[src/rtl/qam_frame_sequencer.sv]
// qam_frame_sequencer
// Frame-level controller for the QAM modulator chain. A burst is a seed load of
// the m-sequence generator, then a fixed preamble, then payload symbols taken
// from the m-sequence path, then a guard interval, and finally a one-cycle done
// pulse. Symbol pacing comes from the sym_tick enable strobe. The whole block
// runs on the single system clock.
module qam_frame_sequencer #(
   parameter int         LEN_W     = 8,
   parameter int         PRE_LEN   = 8,
   parameter int         GUARD_LEN = 4,
   parameter logic [2:0] SEED      = 3'b001
) (
   input  logic             clk,
   input  logic             rst,
   input  logic             start,
   input  logic             abort,
   input  logic             sym_tick,
   input  logic [LEN_W-1:0] payload_len,
   output logic             busy,
   output logic             done,
   output logic             tx_valid,
   output logic [1:0]       sym_sel,
   output logic [1:0]       pre_i,
   output logic [1:0]       pre_q,
   output logic             m_load,
   output logic [2:0]       m_seed,
   output logic             m_en,
   output logic [LEN_W-1:0] sym_cnt
);

   typedef enum logic [2:0] {
      S_IDLE, S_LOAD, S_PRE, S_PAY, S_GUARD, S_DONE
   } state_t;

   // Last symbol index of the fixed-length phases. The value is never used
   // when the matching phase length is zero.
   localparam logic [LEN_W-1:0] PRE_LAST   = LEN_W'(PRE_LEN - 1);
   localparam logic [LEN_W-1:0] GUARD_LAST = LEN_W'(GUARD_LEN - 1);

   state_t           state_reg, state_next;
   logic [LEN_W-1:0] cnt_reg, cnt_next;
   logic [LEN_W-1:0] len_reg, len_next;

   state_t           after_pay;
   state_t           after_pre;
   state_t           after_load;

   logic             busy_next, done_next, tx_valid_next, m_load_next, m_en_next;
   logic [1:0]       sym_sel_next, pre_i_next, pre_q_next;
   logic [2:0]       m_seed_next;
   logic [LEN_W-1:0] sym_cnt_next;

   // Empty phases are skipped. These signals give the first non-empty phase
   // that follows each point in the frame.
   always_comb begin
      after_pay  = (GUARD_LEN != 0) ? S_GUARD : S_DONE;
      after_pre  = (len_reg != '0) ? S_PAY : after_pay;
      after_load = (PRE_LEN != 0) ? S_PRE : after_pre;
   end

   // Next state, phase counter and latched payload length. abort takes priority over all other inputs.
   always_comb begin
      state_next = state_reg;
      cnt_next   = cnt_reg;
      len_next   = len_reg;
      if (abort) begin
         state_next = S_IDLE;
         cnt_next   = '0;
      end else begin
         case (state_reg)
            S_IDLE: begin
               if (start) begin
                  len_next   = payload_len;
                  state_next = S_LOAD;
                  cnt_next   = '0;
               end
            end
            S_LOAD: begin
               cnt_next   = '0;
               state_next = after_load;
            end
            S_PRE: begin
               if (sym_tick) begin
                  if (cnt_reg == PRE_LAST) begin
                     cnt_next   = '0;
                     state_next = after_pre;
                  end else begin
                     cnt_next = cnt_reg + LEN_W'(1);
                  end
               end
            end
            S_PAY: begin
               if (sym_tick) begin
                  if (cnt_reg == len_reg - LEN_W'(1)) begin
                     cnt_next   = '0;
                     state_next = after_pay;
                  end else begin
                     cnt_next = cnt_reg + LEN_W'(1);
                  end
               end
            end
            S_GUARD: begin
               if (sym_tick) begin
                  if (cnt_reg == GUARD_LAST) begin
                     cnt_next   = '0;
                     state_next = S_DONE;
                  end else begin
                     cnt_next = cnt_reg + LEN_W'(1);
                  end
               end
            end
            S_DONE: begin
               cnt_next   = '0;
               state_next = S_IDLE;
            end
            default: begin
               cnt_next   = '0;
               state_next = S_IDLE;
            end
         endcase
      end
   end

   // Output values are decoded from the upcoming state, so that the registered
   // outputs line up with the state register.
   always_comb begin
      busy_next     = (state_next != S_IDLE);
      done_next     = (state_next == S_DONE);
      tx_valid_next = (state_next == S_PRE) || (state_next == S_PAY) || (state_next == S_GUARD);
      m_load_next   = (state_next == S_LOAD);
      m_seed_next   = (state_next == S_LOAD) ? SEED : 3'b000;
      m_en_next     = (state_next == S_PAY);
      sym_cnt_next  = tx_valid_next ? cnt_next : '0;
      pre_i_next    = 2'b00;
      pre_q_next    = 2'b00;
      case (state_next)
         S_PRE:   sym_sel_next = 2'b01;
         S_PAY:   sym_sel_next = 2'b10;
         S_GUARD: sym_sel_next = 2'b11;
         default: sym_sel_next = 2'b00;
      endcase
      // The preamble alternates between (11,00) and (00,11) according to the symbol parity.
      if (state_next == S_PRE) begin
         pre_i_next = cnt_next[0] ? 2'b00 : 2'b11;
         pre_q_next = cnt_next[0] ? 2'b11 : 2'b00;
      end
   end

   // State register and registered outputs, with synchronous reset.
   always_ff @(posedge clk) begin
      if (rst) begin
         state_reg <= S_IDLE;
         cnt_reg   <= '0;
         len_reg   <= '0;
         busy      <= 1'b0;
         done      <= 1'b0;
         tx_valid  <= 1'b0;
         sym_sel   <= 2'b00;
         pre_i     <= 2'b00;
         pre_q     <= 2'b00;
         m_load    <= 1'b0;
         m_seed    <= 3'b000;
         m_en      <= 1'b0;
         sym_cnt   <= '0;
      end else begin
         state_reg <= state_next;
         cnt_reg   <= cnt_next;
         len_reg   <= len_next;
         busy      <= busy_next;
         done      <= done_next;
         tx_valid  <= tx_valid_next;
         sym_sel   <= sym_sel_next;
         pre_i     <= pre_i_next;
         pre_q     <= pre_q_next;
         m_load    <= m_load_next;
         m_seed    <= m_seed_next;
         m_en      <= m_en_next;
         sym_cnt   <= sym_cnt_next;
      end
   end

endmodule
[config.mk]
export PLATFORM = sky130hd
export DESIGN_NAME = qam_frame_sequencer
export DESIGN_NICKNAME = d
export VERILOG_FILES = /design/src/rtl/qam_frame_sequencer.sv
export SDC_FILE = /design/constraint.sdc
export NUM_CORES = 1
export LEC_CHECK = 0
export CORE_MARGIN = 5
export CORE_UTILIZATION = 44
export DETAILED_ROUTE_END_ITERATION = 8
export GPL_ROUTABILITY_DRIVEN = 0
export MAX_ROUTING_LAYER = met4
export PLACE_DENSITY = 0.72
export SLEW_MARGIN = 20
export SYNTH_ARGS = -nofsm -noshare
export SYNTH_HDL_FRONTEND = slang
export SYNTH_SLANG_ARGS = --single-unit
export TNS_END_PERCENT = 50
[constraint.sdc]
create_clock -name clk -period 7.8 [get_ports clk]
set_clock_uncertainty 0.15 [all_clocks]
set_input_delay 1.56 -clock clk [delete_from_list [all_inputs] [get_ports clk]]
set_output_delay 1.56 -clock clk [all_outputs]
set_load 0.02 [all_outputs]
Word level (Yosys, flattened, before mapping)
Index checks and enable logic that the tools add are counted.
{"block": "op_classes", "magnitude_cmp": 0, "n_shift": 0, "add_sub_neg": 2, "div_mod_pow": 0, "eq_ne": 12, "n_bitwise": 3, "multipliers": 0, "reduce_logical": 8, "n_mux": 23}
{"cell": "8-bit two-way mux", "count": 8}
{"cell": "8-bit case mux with 4 select lines", "count": 1}
{"cell": "3-bit two-way mux", "count": 9}
{"cell": "3-bit case mux with 5 select lines", "count": 1}
{"cell": "3-bit by 2-bit equality test with 1-bit output, second input constant", "count": 4}
{"cell": "3-bit equality test, second input constant", "count": 3}
{"cell": "8-bit by 1-bit adder with 8-bit output, second input constant", "count": 1}
{"cell": "8-bit by 2-bit equality test with 1-bit output, second input constant", "count": 1}
{"cell": "8-bit by 3-bit equality test with 1-bit output, second input constant", "count": 1}
{"cell": "8-bit equality test", "count": 1}
{"cell": "8-bit nonzero test", "count": 1}
{"cell": "8-bit by 1-bit subtractor with 8-bit output, second input constant", "count": 1}
{"cell": "3-bit by 1-bit equality test with 1-bit output, second input constant", "count": 2}
{"cell": "2-bit case mux with 3 select lines", "count": 1}
{"cell": "2-bit two-way mux", "count": 2}
{"cell": "2-bit OR reduction", "count": 2}
{"cell": "3-bit logical NOT", "count": 1}
{"cell": "1-bit NOT", "count": 3}
{"cell": "3-bit AND reduction", "count": 1}
{"cell": "3-bit nonzero test", "count": 1}
{"cell": "1-bit logical OR", "count": 2}
{"cell": "1-bit two-way mux", "count": 1}
{"block": "totals", "n_memories": 0, "ram_bits": 0, "rom_bits": 0, "elab_cells": 61, "inputBits": 13, "regBits": 41, "latchBits": 0}

Logic depth before layout (Yosys ltp)
Gate-level depths: netlist of the first run.
{"block": "depth", "depth_word": 11, "mapped_depth": 9, "ltp_nobuf": 9}

Least setup slack after synthesis of the first run
OpenSTA, ideal clock, no wires.
{"block": "synth_timing", "path_type": "input-to-reg", "startpoint": "input port sym_tick", "endpoint": "register sym_cnt[1]", "cell_stages": 7, "path_slack_ns": 4.784, "path_buffers": 0, "t_arrival_ns": 2.744, "path_cell_list": "nand3b_1 -> o41ai_1 -> a32oi_1 -> or2_1 -> a32o_2 -> a21oi_4 -> nor2_1"}
{"block": "synth_via", "elab_chain_len": 8, "word_cells_on_any_way": 17, "cone_classes": "eq/ne: 3; mux: 10; bitwise: 1; reduce/logical: 3"}
{"element": "start, declared", "line_no": "17", "source": "input logic sym_tick,"}
{"element": "3-bit two-way mux, on equally long branches", "line_no": "103, 83, 93"}
{"element": "3-bit case mux with 5 select lines", "line_no": "70", "source": "case (state_reg)"}
{"element": "3-bit two-way mux", "line_no": "66", "source": "if (abort) begin"}
{"element": "3-bit by 2-bit equality test with 1-bit output", "line_no": "129", "source": "tx_valid_next = (state_next == S_PRE) || (state_next == S_PAY) || (state_next == S_GUARD);"}
{"element": "1-bit logical OR (2 in a row)", "line_no": "129"}
{"element": "1-bit NOT (no line)"}
{"element": "2-bit OR reduction (no line)"}
{"element": "end signal, assigned", "line_no": "178", "source": "sym_cnt <= sym_cnt_next;"}
{"element": "end, declared", "line_no": "28", "source": "output logic [LEN_W-1:0] sym_cnt"}
Parallel ways exist; a longest one is shown, timed or not.
A chain may end at the register's enable or synchronous reset.

Worst setup path after layout of the first run
{"block": "layout_timing", "startpoint": "input port sym_tick", "endpoint": "register sym_cnt[4]"}
Same word-level chain as after synthesis.

==> metrics.txt, run 1 <==
Antenna diodes 0; Final Instance Area 0.002420 mm²; CTS tree yes; min-delay worst type register to register; total number of vias 1820; filler cell count 429; count of cell types in the netlist 54; core area 0.004384 mm²; post-synthesis async set-or-reset flop share 0%; Worst EP required 7.81 ns; Post-Synthesis Cell Area 0.002001 mm²; final hold viol count 0; buffers and inverters on the worst path 1; crit-path cells clkdlybuf4s50_1 -> nand3_1 -> nor3_2 -> a32oi_1 -> or2_1 -> a32o_2 -> a21oi_4 -> a21oi_1; Multi-input gate area 0.001179 mm²; antenna violations before repair 0; reg-to-reg slack, setup 4.88 ns; Max rail drop VDD 0.1196 mV; Seq pwr share 50.3%; initial core utilization 45.63%; TritonCTS Sinks 36; Crit path arrival time 3.79 ns; Final period util 48.40%; drt via density 5.635; HP Start len_reg[1]; Hold Path Sink len_reg[1]; internal power 282.5 µW; achievable frequency 264.9 MHz; Routed WL 4757 µm; DRC Markers 0; CP max FO 14; DIE WIDTH 77.43 µm; leakage 0.9275 nW; #FFs+latches synth 36; HPWL after DPL 3586 µm; clock share of power 36.3%; Setup crit end kind register; WHS 0.4215 ns; ranking of synthesized cells by area dfxtp_1, nor2_1, mux2i_1, a21oi_1, nand3_1; vias in the first global route 1728; clock root buffer clkbuf_8; first-pass iteration count of the detailed router 4; endpoints failing setup 0; RSZ-0062 raised after global routing no; area occupied by registers 720.7 µm²; Post-synth EDFFs 0; combinational power share 13.4%; Power per Cell Area 157.5 mW/mm²; Seq/Total Area, Yosys 36.02%; CTS clk-pin slew, worst paths 0.07 ns; YS warnings 0; fin crit period 3.775 ns; Ports 35; wire per inst 14.73 µm; ANT nets after route 0; status finished, final reports clean; H-tree levels 2; Tot Pwr 381.1 µW; number of port buffers 32; synthesized area per cell 8.233 µm²; CTS Hold Bufs 0; fin. max-slew vios 0; WHS Path Cells 2; Die H 77.43 µm; CTS buffer count 5; Mapped Cells 243; largest net degree at the start of global routing 19; Max Cap Violations 0; Placement Cell Area 0.002326 mm²; top_reg_cell synth dfxtp_1; DRT iter0 DRCs 113; Total GRT Usage 17.22%; R2R Path Start len_reg[0]; GR Overflow Total 0; switching share of power 25.86%; slew at the pin with the worst max-slew slack 0.7704 ns; pre-CTS setup slack 3.760 ns; P_sw 98.55 µW; area delta synth->final 20.95%; Rel. slew slack 48.17%; share of cells above drive strength 1 7.380%; setup_tns 0 ns; Layout Nets 286; Post-CTS Resized 0; Final WS setup 4.025 ns; RR Endpoint sym_cnt[1]; post-CTS setup buffer count 0; R2R depth 9; row cnt 24; CP max stage delay 0.72 ns; die area 0.005995 mm²; area share of the largest cell type after synthesis 36.02%; Startpoint Class input pin; CP delay by family, top compound AO/OA/AOI/OAI gates; Worst-Skew Late Latency 0.29 ns; Synth area leader dfxtp_1; crit path kind input pin to register; CTS max path bufs 2; first-pass GRT wire length 8217 µm; Worst path slowest cell clkdlybuf4s50_1
==> Yosys cell counts (2+ instances only) <==
| cell | number |
|---|---|
| a211oi_1 | 2 |
| nor2b_1 | 2 |
| a211o_1 | 2 |
| o31a_1 | 2 |
| buf_4 | 5 |
| a22oi_1 | 3 |
| and3_1 | 3 |
| nor3b_1 | 2 |
| nand2_1 | 16 |
| nand2b_1 | 5 |
| xnor2_1 | 6 |
| nor3_1 | 7 |
| o31ai_1 | 3 |
| nor2_1 | 38 |
| and2_1 | 2 |
| a31oi_1 | 5 |
| a21oi_1 | 13 |
| nand4_1 | 2 |
| o21ai_0 | 9 |
| o21a_1 | 3 |
| dfxtp_1 | 36 |
| nand3_1 | 12 |
| xor2_1 | 4 |
| clkbuf_1 | 9 |
| nor4_1 | 2 |
| a32oi_1 | 2 |
| or4_1 | 2 |
| ha_1 | 3 |
| o41ai_1 | 2 |
| mux2i_1 | 9 |
| inv_1 | 9 |
==> area by class of cell <==
class,count,share of cell area (%)
Clock buffer,7,3.568
Timing Repair Buffer,33,13.55
Tap cell,52,2.689
Multi-Input combinational cell,185,48.71
Clock inverter,1,0.3102
Sequential cell,36,29.78
Inverter,9,1.396
==> metrics by stage <==
stage / cells / utilization, %
floorplan: 244 / -
global placement: 315 / 53.05
detailed placement: 315 / 53.05
CTS: 323 / 55.19
global route: 323 / 55.19
finish: 323 / 55.19
==> worst register-to-register path: stages (launching register included) <==
cell	delay, ns
dfxtp_1	0.44
inv_1	0.10
ha_1	0.30
o21ba_2	0.24
a22oi_1	0.16
o22ai_1	0.16
nor4_4	0.57
o22ai_2	0.27
a32oi_1	0.37
nor2_1	0.07
==> power by group through the flow <==
stage,combinational [mW],sequential (mW),clock [mW]
after floorplan,0.0364,0.195,0
after global placement,0.0498,0.196,0
after detailed placement,0.0506,0.196,0
after CTS,0.0508,0.192,0.142
after global routing,0.0567,0.192,0.149
final,0.0511,0.192,0.138
==> layer usage <==
layer / wire [µm] / track usage, % / vias up
met2: 2240 / 27.02 / 60
met3: 289 / 4.051 / 8
met1: 2169 / 22.02 / 837
met4: 59 / 5.155 / 0
met5: 0 / - / -
li1: - / - / 915
==> cell usage in the layout (no fill, tap or decap), types with 7 or more instances in the layout <==
master	instances
a21oi_1	13
clkdlybuf4s50_1	32
dfxtp_1	36
inv_1	9
mux2i_1	9
nand2_1	16
nand3_1	12
nor2_1	38
nor3_1	7
o21ai_0	9
==> logic make-up after synthesis <==
kind of cell / share of synthesized area [%]
buffers and inverters: 5.253
xor gates and xnor gates: 4.378
adders and majority gates: 1.876
muxes: 4.503
DFF: 36.02
AOI/OAI and AO/OA: 21.01
other: 0.1874
and+or+nand+nor: 26.77
==> worst max-delay path by stage <==
stage	endpoint	cells after the start	startpoint	slack, ns
floorplan	sym_cnt[1]	7	sym_tick	4.78
global placement	sym_cnt[4]	8	sym_tick	3.79
detailed placement	sym_cnt[3]	8	sym_tick	3.76
CTS	sym_cnt[4]	8	sym_tick	4.05
global route	sym_cnt[4]	8	sym_tick	3.83
finish	sym_cnt[4]	8	sym_tick	4.02
Power figures use the tool's default switching activity.
==> inputs of run 2 (changes only) <==
==> constraint.sdc (replaced) <==
create_clock -name clk -period 3.87 [get_ports clk]
set_clock_uncertainty 0.15 [all_clocks]
set_input_delay 0.774 -clock clk [delete_from_list [all_inputs] [get_ports clk]]
set_output_delay 0.774 -clock clk [all_outputs]
set_load 0.02 [all_outputs]
==> run 2 against run 1 <==
  * Register-to-register slack lost 3.8 ns
  * Total power increased by 99%
  * Count of clock-buffer cells in the layout decreased by 2
  * Highest routed layer unchanged
  * Via count about the same
  * Hold slack gained 0.0042 ns
  * Sequential power up 100%
  * Critical endpoint is now sym_cnt[3]
==> metrics.txt, run 2 (same netlist as run 1, synthesis figures left out) <==
CTS buffer count 5 (unchanged); CTS Hold Bufs 0 (unchanged); area delta synth->final 21.01% (was 20.95%); status finished, final reports clean (unchanged); Final period util 75.42%; most frequent cells in the layout nor2_1, dfxtp_1, clkdlybuf4s50_1 (unchanged); crit path kind input pin to register (unchanged); vias in the first global route 1756 (was 1728); Max rail drop VDD 0.1901 mV (was 0.1196 mV); Max Cap Violations 0 (unchanged); met3 WL 235 µm (was 289 µm); fin. max-slew vios 0 (unchanged); WHS Path Cells 2 (unchanged); GR Overflow Total 0 (unchanged); DIE WIDTH 77.43 µm (unchanged); clock root buffer clkbuf_8 (unchanged); slew at the pin with the worst max-slew slack 0.5891 ns (was 0.7704 ns); leakage 0.9361 nW (was 0.9275 nW); achievable frequency 342.6 MHz; Final Instance Area 0.002421 mm² (was 0.002420 mm²); wire per inst 14.55 µm (was 14.73 µm); DRC Markers 0 (unchanged); Power per Cell Area 312.5 mW/mm² (was 157.5 mW/mm²); Metal-1 WL 2166 µm (was 2169 µm); most common cell after layout, fill and taps aside nor2_1 (unchanged); CTS tree yes (unchanged); final hold viol count 0 (unchanged); Placement Cell Area 0.002333 mm² (was 0.002326 mm²); Setup crit end kind register (unchanged); Die H 77.43 µm (unchanged); endpoints failing setup 0 (unchanged); first-pass iteration count of the detailed router 4 (unchanged); R2R depth 9 (unchanged); min-delay worst type register to register (unchanged); drt via density 5.620 (was 5.635); initial core utilization 45.63% (unchanged); CP max FO 14 (unchanged); Post-Place Cells 316 (was 315); core area 0.004384 mm² (unchanged); largest net degree at the start of global routing 18 (was 19); setup_tns 0 ns (unchanged); Rel. slew slack 60.21% (was 48.17%); RR Endpoint pre_i[0] (was sym_cnt[1]); RSZ-0062 raised after global routing no (unchanged); R2R Path Start len_reg[0] (unchanged); Worst-Skew Late Latency 0.29 ns (about the same); antenna violations before repair 0 (unchanged); Startpoint Class input pin (unchanged); Hold Path Sink len_reg[1] (unchanged); fin crit period 2.919 ns; ANT nets after route 0 (unchanged); Post-Layout Cell Count 324 (was 323); Tot Pwr 756.6 µW (was 381.1 µW); first-pass GRT wire length 8273 µm (was 8217 µm); CTS clk-pin slew, worst paths 0.08 ns (was 0.07 ns); HPWL after DPL 3659 µm (was 3586 µm); Multi-input gate area 0.001179 mm² (unchanged); HP Start len_reg[1] (unchanged); post-CTS setup buffer count 0 (unchanged); Crit path arrival time 2.95 ns (was 3.79 ns); Ports 35 (unchanged); Routed WL 4714 µm (was 4757 µm); reg-to-reg slack, setup 1.05 ns (was 4.88 ns); total number of vias 1821 (was 1820); TritonCTS Sinks 36 (unchanged); Total GRT Usage 17.20% (was 17.22%); WL met2 2216 µm (was 2240 µm); DRT iter0 DRCs 118 (was 113); share of cells above drive strength 1 8.088% (was 7.380%); H-tree levels 2 (unchanged); Top Layer Used met4 (unchanged); Layout Nets 287 (was 286); Worst EP required 3.90 ns (was 7.81 ns); number of port buffers 32 (unchanged); area occupied by registers 720.7 µm² (unchanged); Post-CTS Resized 0 (unchanged); Antenna diodes 0 (unchanged); row cnt 24 (unchanged); filler cell count 423 (was 429); CTS max path bufs 2 (unchanged); die area 0.005995 mm² (unchanged)
## run 2: cell count changes in the layout (fill, tap and decap cells not counted), sizes merged
| cell | previous run | this run |
|---|---|---|
| buf | 1 | 2 |
| clkinvlp | 1 | 0 |
| clkbuf | 7 | 5 |
| clkinv | 0 | 3 |
## run 2: critical path, cell delays in order
cell and delay, ns:
clkdlybuf4s50_1 0.72, nand3b_1 0.18, o41ai_1 0.27, a32oi_1 0.14, or2_1 0.23, a32o_2 0.29
a21oi_4 0.25, nor2_1 0.09
## run 2: through the flow
stage | setup slack, ns | hold WS (ns) | util (%)
floorplan | 1.377 | 0.3615 | -
global placement | 0.6722 | 0.3896 | 53.22
detailed placement | 0.6394 | 0.4152 | 53.22
CTS | 0.9563 | 0.4311 | 55.22
global route | 0.7283 | 0.4719 | 55.22
finish | 0.9512 | 0.4257 | 55.22
## run 2: worst max-delay path by stage
| stage | from | to | slack [ns] | cells after the start |
|---|---|---|---|---|
| 2_1_floorplan | len_reg[2] | sym_cnt[1] | 1.38 | 7 |
| 3_3_place_gp | sym_tick | sym_cnt[2] | 0.67 | 8 |
| 3_5_place_dp | sym_tick | sym_cnt[2] | 0.64 | 8 |
| 4_1_cts | sym_tick | sym_cnt[2] | 0.96 | 8 |
| 5_1_grt | sym_tick | sym_cnt[4] | 0.73 | 8 |
| 6_report | sym_tick | sym_cnt[3] | 0.95 | 8 |
## run 2: layer usage
| layer | vias to the layer above | GRT usage (%) |
|---|---|---|
| met1 | 846 | 20.97 |
| met5 | - | - |
| met2 | 47 | 27.61 |
| met3 | 9 | 3.704 |
| li1 | 919 | - |
| met4 | 0 | 6.873 |
## run 2: where the power goes
group / internal, mW / switching [mW] / leakage (nW) / total, mW
Combinational: 0.0488 / 0.0558 / 0.597 / 0.105
Sequential: 0.377 / 0.00921 / 0.291 / 0.386
Clock: 0.125 / 0.141 / 0.0479 / 0.266
## run 2: area by class of cell
| cell class | instances | share of cell area [%] |
|---|---|---|
| Clock buffer | 5 | 2.842 |
| Sequential cell | 36 | 29.77 |
| Tap cell | 52 | 2.687 |
| Clock inverter | 3 | 0.7752 |
| Timing Repair Buffer | 34 | 13.85 |
| Multi-Input combinational cell | 185 | 48.68 |
| Inverter | 9 | 1.395 |
==> inputs of run 3 (changes only) <==
--- a/config.mk
+++ b/config.mk
@@ -10,7 +10,7 @@
 export DETAILED_ROUTE_END_ITERATION = 8
 export GPL_ROUTABILITY_DRIVEN = 0
 export MAX_ROUTING_LAYER = met4
-export PLACE_DENSITY = 0.72
+export PLACE_DENSITY = 0.75
 export SLEW_MARGIN = 20
 export SYNTH_ARGS = -nofsm -noshare
 export SYNTH_HDL_FRONTEND = slang
==> constraint.sdc (replaced) <==
create_clock -name clk -period 2.6 [get_ports clk]
set_clock_uncertainty 0.15 [all_clocks]
set_input_delay 0.52 -clock clk [delete_from_list [all_inputs] [get_ports clk]]
set_output_delay 0.52 -clock clk [all_outputs]
set_load 0.02 [all_outputs]
==> run 3 against run 2 <==
  * Worst setup slack worse by 0.92 ns
  * Total power up 54%
  * Critical path type is now register to register
  * Register-to-register slack got worse by 1.0 ns
  * Sequential cell count unchanged
  * Wire length grew 16%
  * Critical endpoint is now sym_cnt[5]
==> metrics.txt, run 3 (same netlist as run 1, synthesis figures left out) <==
TritonCTS Sinks 36 (unchanged); CTS buffer count 5 (unchanged); CP max FO 5 (was 14); number of port buffers 32 (unchanged); Max rail drop VDD 0.2507 mV (was 0.1901 mV); Crit path arrival time 2.60 ns (was 2.95 ns); core area 0.004384 mm² (unchanged); Ports 35 (unchanged); endpoints failing setup 0 (unchanged); Rel. slew slack 64.72% (was 60.21%); internal power 844.9 µW (was 550.8 µW); Tot Pwr 1.164 mW (was 756.6 µW); crit-path cells or4_4 -> or4b_4 -> and2_4 -> o21a_1 -> a32o_2 -> a21oi_4 -> a31oi_1 (was clkdlybuf4s50_1 -> nand3b_1 -> o41ai_1 -> a32oi_1 -> or2_1 -> a32o_2 -> a21oi_4 -> nor2_1); CTS Hold Bufs 0 (unchanged); area delta synth->final 37.52% (was 21.01%); H-tree levels 2 (unchanged); P_sw 319.4 µW (was 205.8 µW); CTS clk-pin slew, worst paths 0.08 ns (about the same); Antenna diodes 0 (unchanged); Worst EP required 2.63 ns (was 3.90 ns); status finished, final reports clean (unchanged); clock share of power 34.1% (was 35.2%); most frequent cells in the layout nor2_1, dfxtp_1, clkdlybuf4s50_1 (unchanged); HPWL after DPL 3866 µm (was 3659 µm); CTS tree yes (unchanged); antenna violations before repair 0 (unchanged); Routed WL 5464 µm (was 4714 µm); WHS 0.3773 ns (was 0.4257 ns); Layout Nets 319 (was 287); row cnt 24 (unchanged); min-delay worst type register to register (unchanged); fin crit period 2.572 ns; fin. max-slew vios 0 (unchanged); achievable frequency 388.8 MHz; first-pass GRT wire length 8928 µm (was 8273 µm); vias in the first global route 1870 (was 1756); combinational power share 16.8% (was 13.8%); wire per inst 15.35 µm (was 14.55 µm); drt via density 5.705 (was 5.620); slew at the pin with the worst max-slew slack 0.5285 ns (was 0.5891 ns); final hold viol count 0 (unchanged); DRT iter0 DRCs 155 (was 118); total number of vias 2031 (was 1821); RSZ-0062 raised after global routing yes (was no); leakage 1.104 nW (was 0.9361 nW); initial core utilization 45.63% (unchanged); DRC Markers 0 (unchanged); GR Overflow Total 0 (unchanged); CP max stage delay 0.57 ns (was 0.72 ns); Final period util 98.94%; clock root buffer clkbuf_8 (unchanged); die area 0.005995 mm² (unchanged); share of cells above drive strength 1 22.04% (was 8.088%); CTS max path bufs 2 (unchanged); DIE WIDTH 77.43 µm (unchanged); switching share of power 27.43% (was 27.20%); buffers and inverters on the worst path 0 (was 1); first-pass iteration count of the detailed router 4 (unchanged); most common cell after layout, fill and taps aside nor2_1 (unchanged); Seq pwr share 49.1% (was 51.0%); Startpoint Class register (was input pin); Worst-Skew Late Latency 0.29 ns (about the same); Max Cap Violations 0 (unchanged); Total GRT Usage 18.72% (was 17.20%); Setup crit end kind register (unchanged); Worst path slowest cell or4_4 (was clkdlybuf4s50_1); ANT nets after route 0 (unchanged); largest net degree at the start of global routing 18 (unchanged); final core occ 62.76% (was 55.22%); CP delay by family, top simple AND/OR/NAND/NOR gates (was compound AO/OA/AOI/OAI gates); crit path kind register to register (was input pin to register); Die H 77.43 µm (unchanged); Power per Cell Area 423.2 mW/mm² (was 312.5 mW/mm²)
[run 3: cell count changes in the layout (fill, tap and decap cells not counted), sizes merged]
cell and delta:
a21oi +1, buf +31
[run 3: cell type report]
cell class                      instances  area [µm²]
Inverter                                9       33.78
Sequential cell                        36       723.2
Clock buffer                            5       68.82
Tap cell                               52       65.06
Fill cell                             396        1633
Clock inverter                          3       18.77
Timing Repair Buffer                   65       575.6
Multi-Input combinational cell        186        1266
[run 3: worst register-to-register path: cells and delay by family (launching register included)]
family	cells	cell delay, ns
flops	1	0.32
simple gates	3	1.24
compound gates	4	0.74
[run 3: power by group through the flow]
stage               clock (mW)  sequential (mW)  combinational [mW]
finish                   0.397            0.572               0.196
global route             0.439            0.573               0.212
CTS                      0.410            0.570               0.179
detailed placement           0            0.583               0.174
global placement             0            0.583               0.172
floorplan                    0            0.585               0.109
[run 3: what timing repair did]
| item | CTS | global route |
|---|---|---|
| setup buffers | 1 | 2 |
| resized for setup | 2 | 17 |
| gates cloned | 1 | 0 |
| pin swaps | 1 | 8 |
| setup endpoints to repair | 9 | 15 |
[run 3: metal layers]
metal / wire, µm / track usage (%) / up-vias
met5: 0 / - / -
met4: 89 / 5.842 / 0
met1: 2437 / 23.63 / 968
met3: 309 / 4.514 / 10
li1: - / - / 978
met2: 2628 / 29.55 / 75
[run 3: path summary, 6_finish.rpt]
check,slack [ns],end,cells after the start,startpoint
hold / removal,0.38,len_reg[1],2,len_reg[1]
hold reg to reg,0.38,len_reg[1],2,len_reg[1]
setup / recovery,0.03,sym_cnt[5],7,len_reg[4]
setup reg to reg,0.03,sym_cnt[5],7,len_reg[4]
[run 3: per-stage QoR]
| stage | area, µm² | cells | TNS, ns | setup slack [ns] |
|---|---|---|---|---|
| 2_1_floorplan | 2004 | 244 | 0 | 0.1074 |
| 3_3_place_gp | 2544 | 344 | -0.3054 | -0.04401 |
| 3_5_place_dp | 2544 | 344 | -0.6487 | -0.08288 |
| 4_1_cts | 2658 | 354 | 0 | 0.004969 |
| 5_1_grt | 2751 | 356 | -0.1480 | -0.05237 |
| 6_report | 2751 | 356 | 0 | 0.02768 |
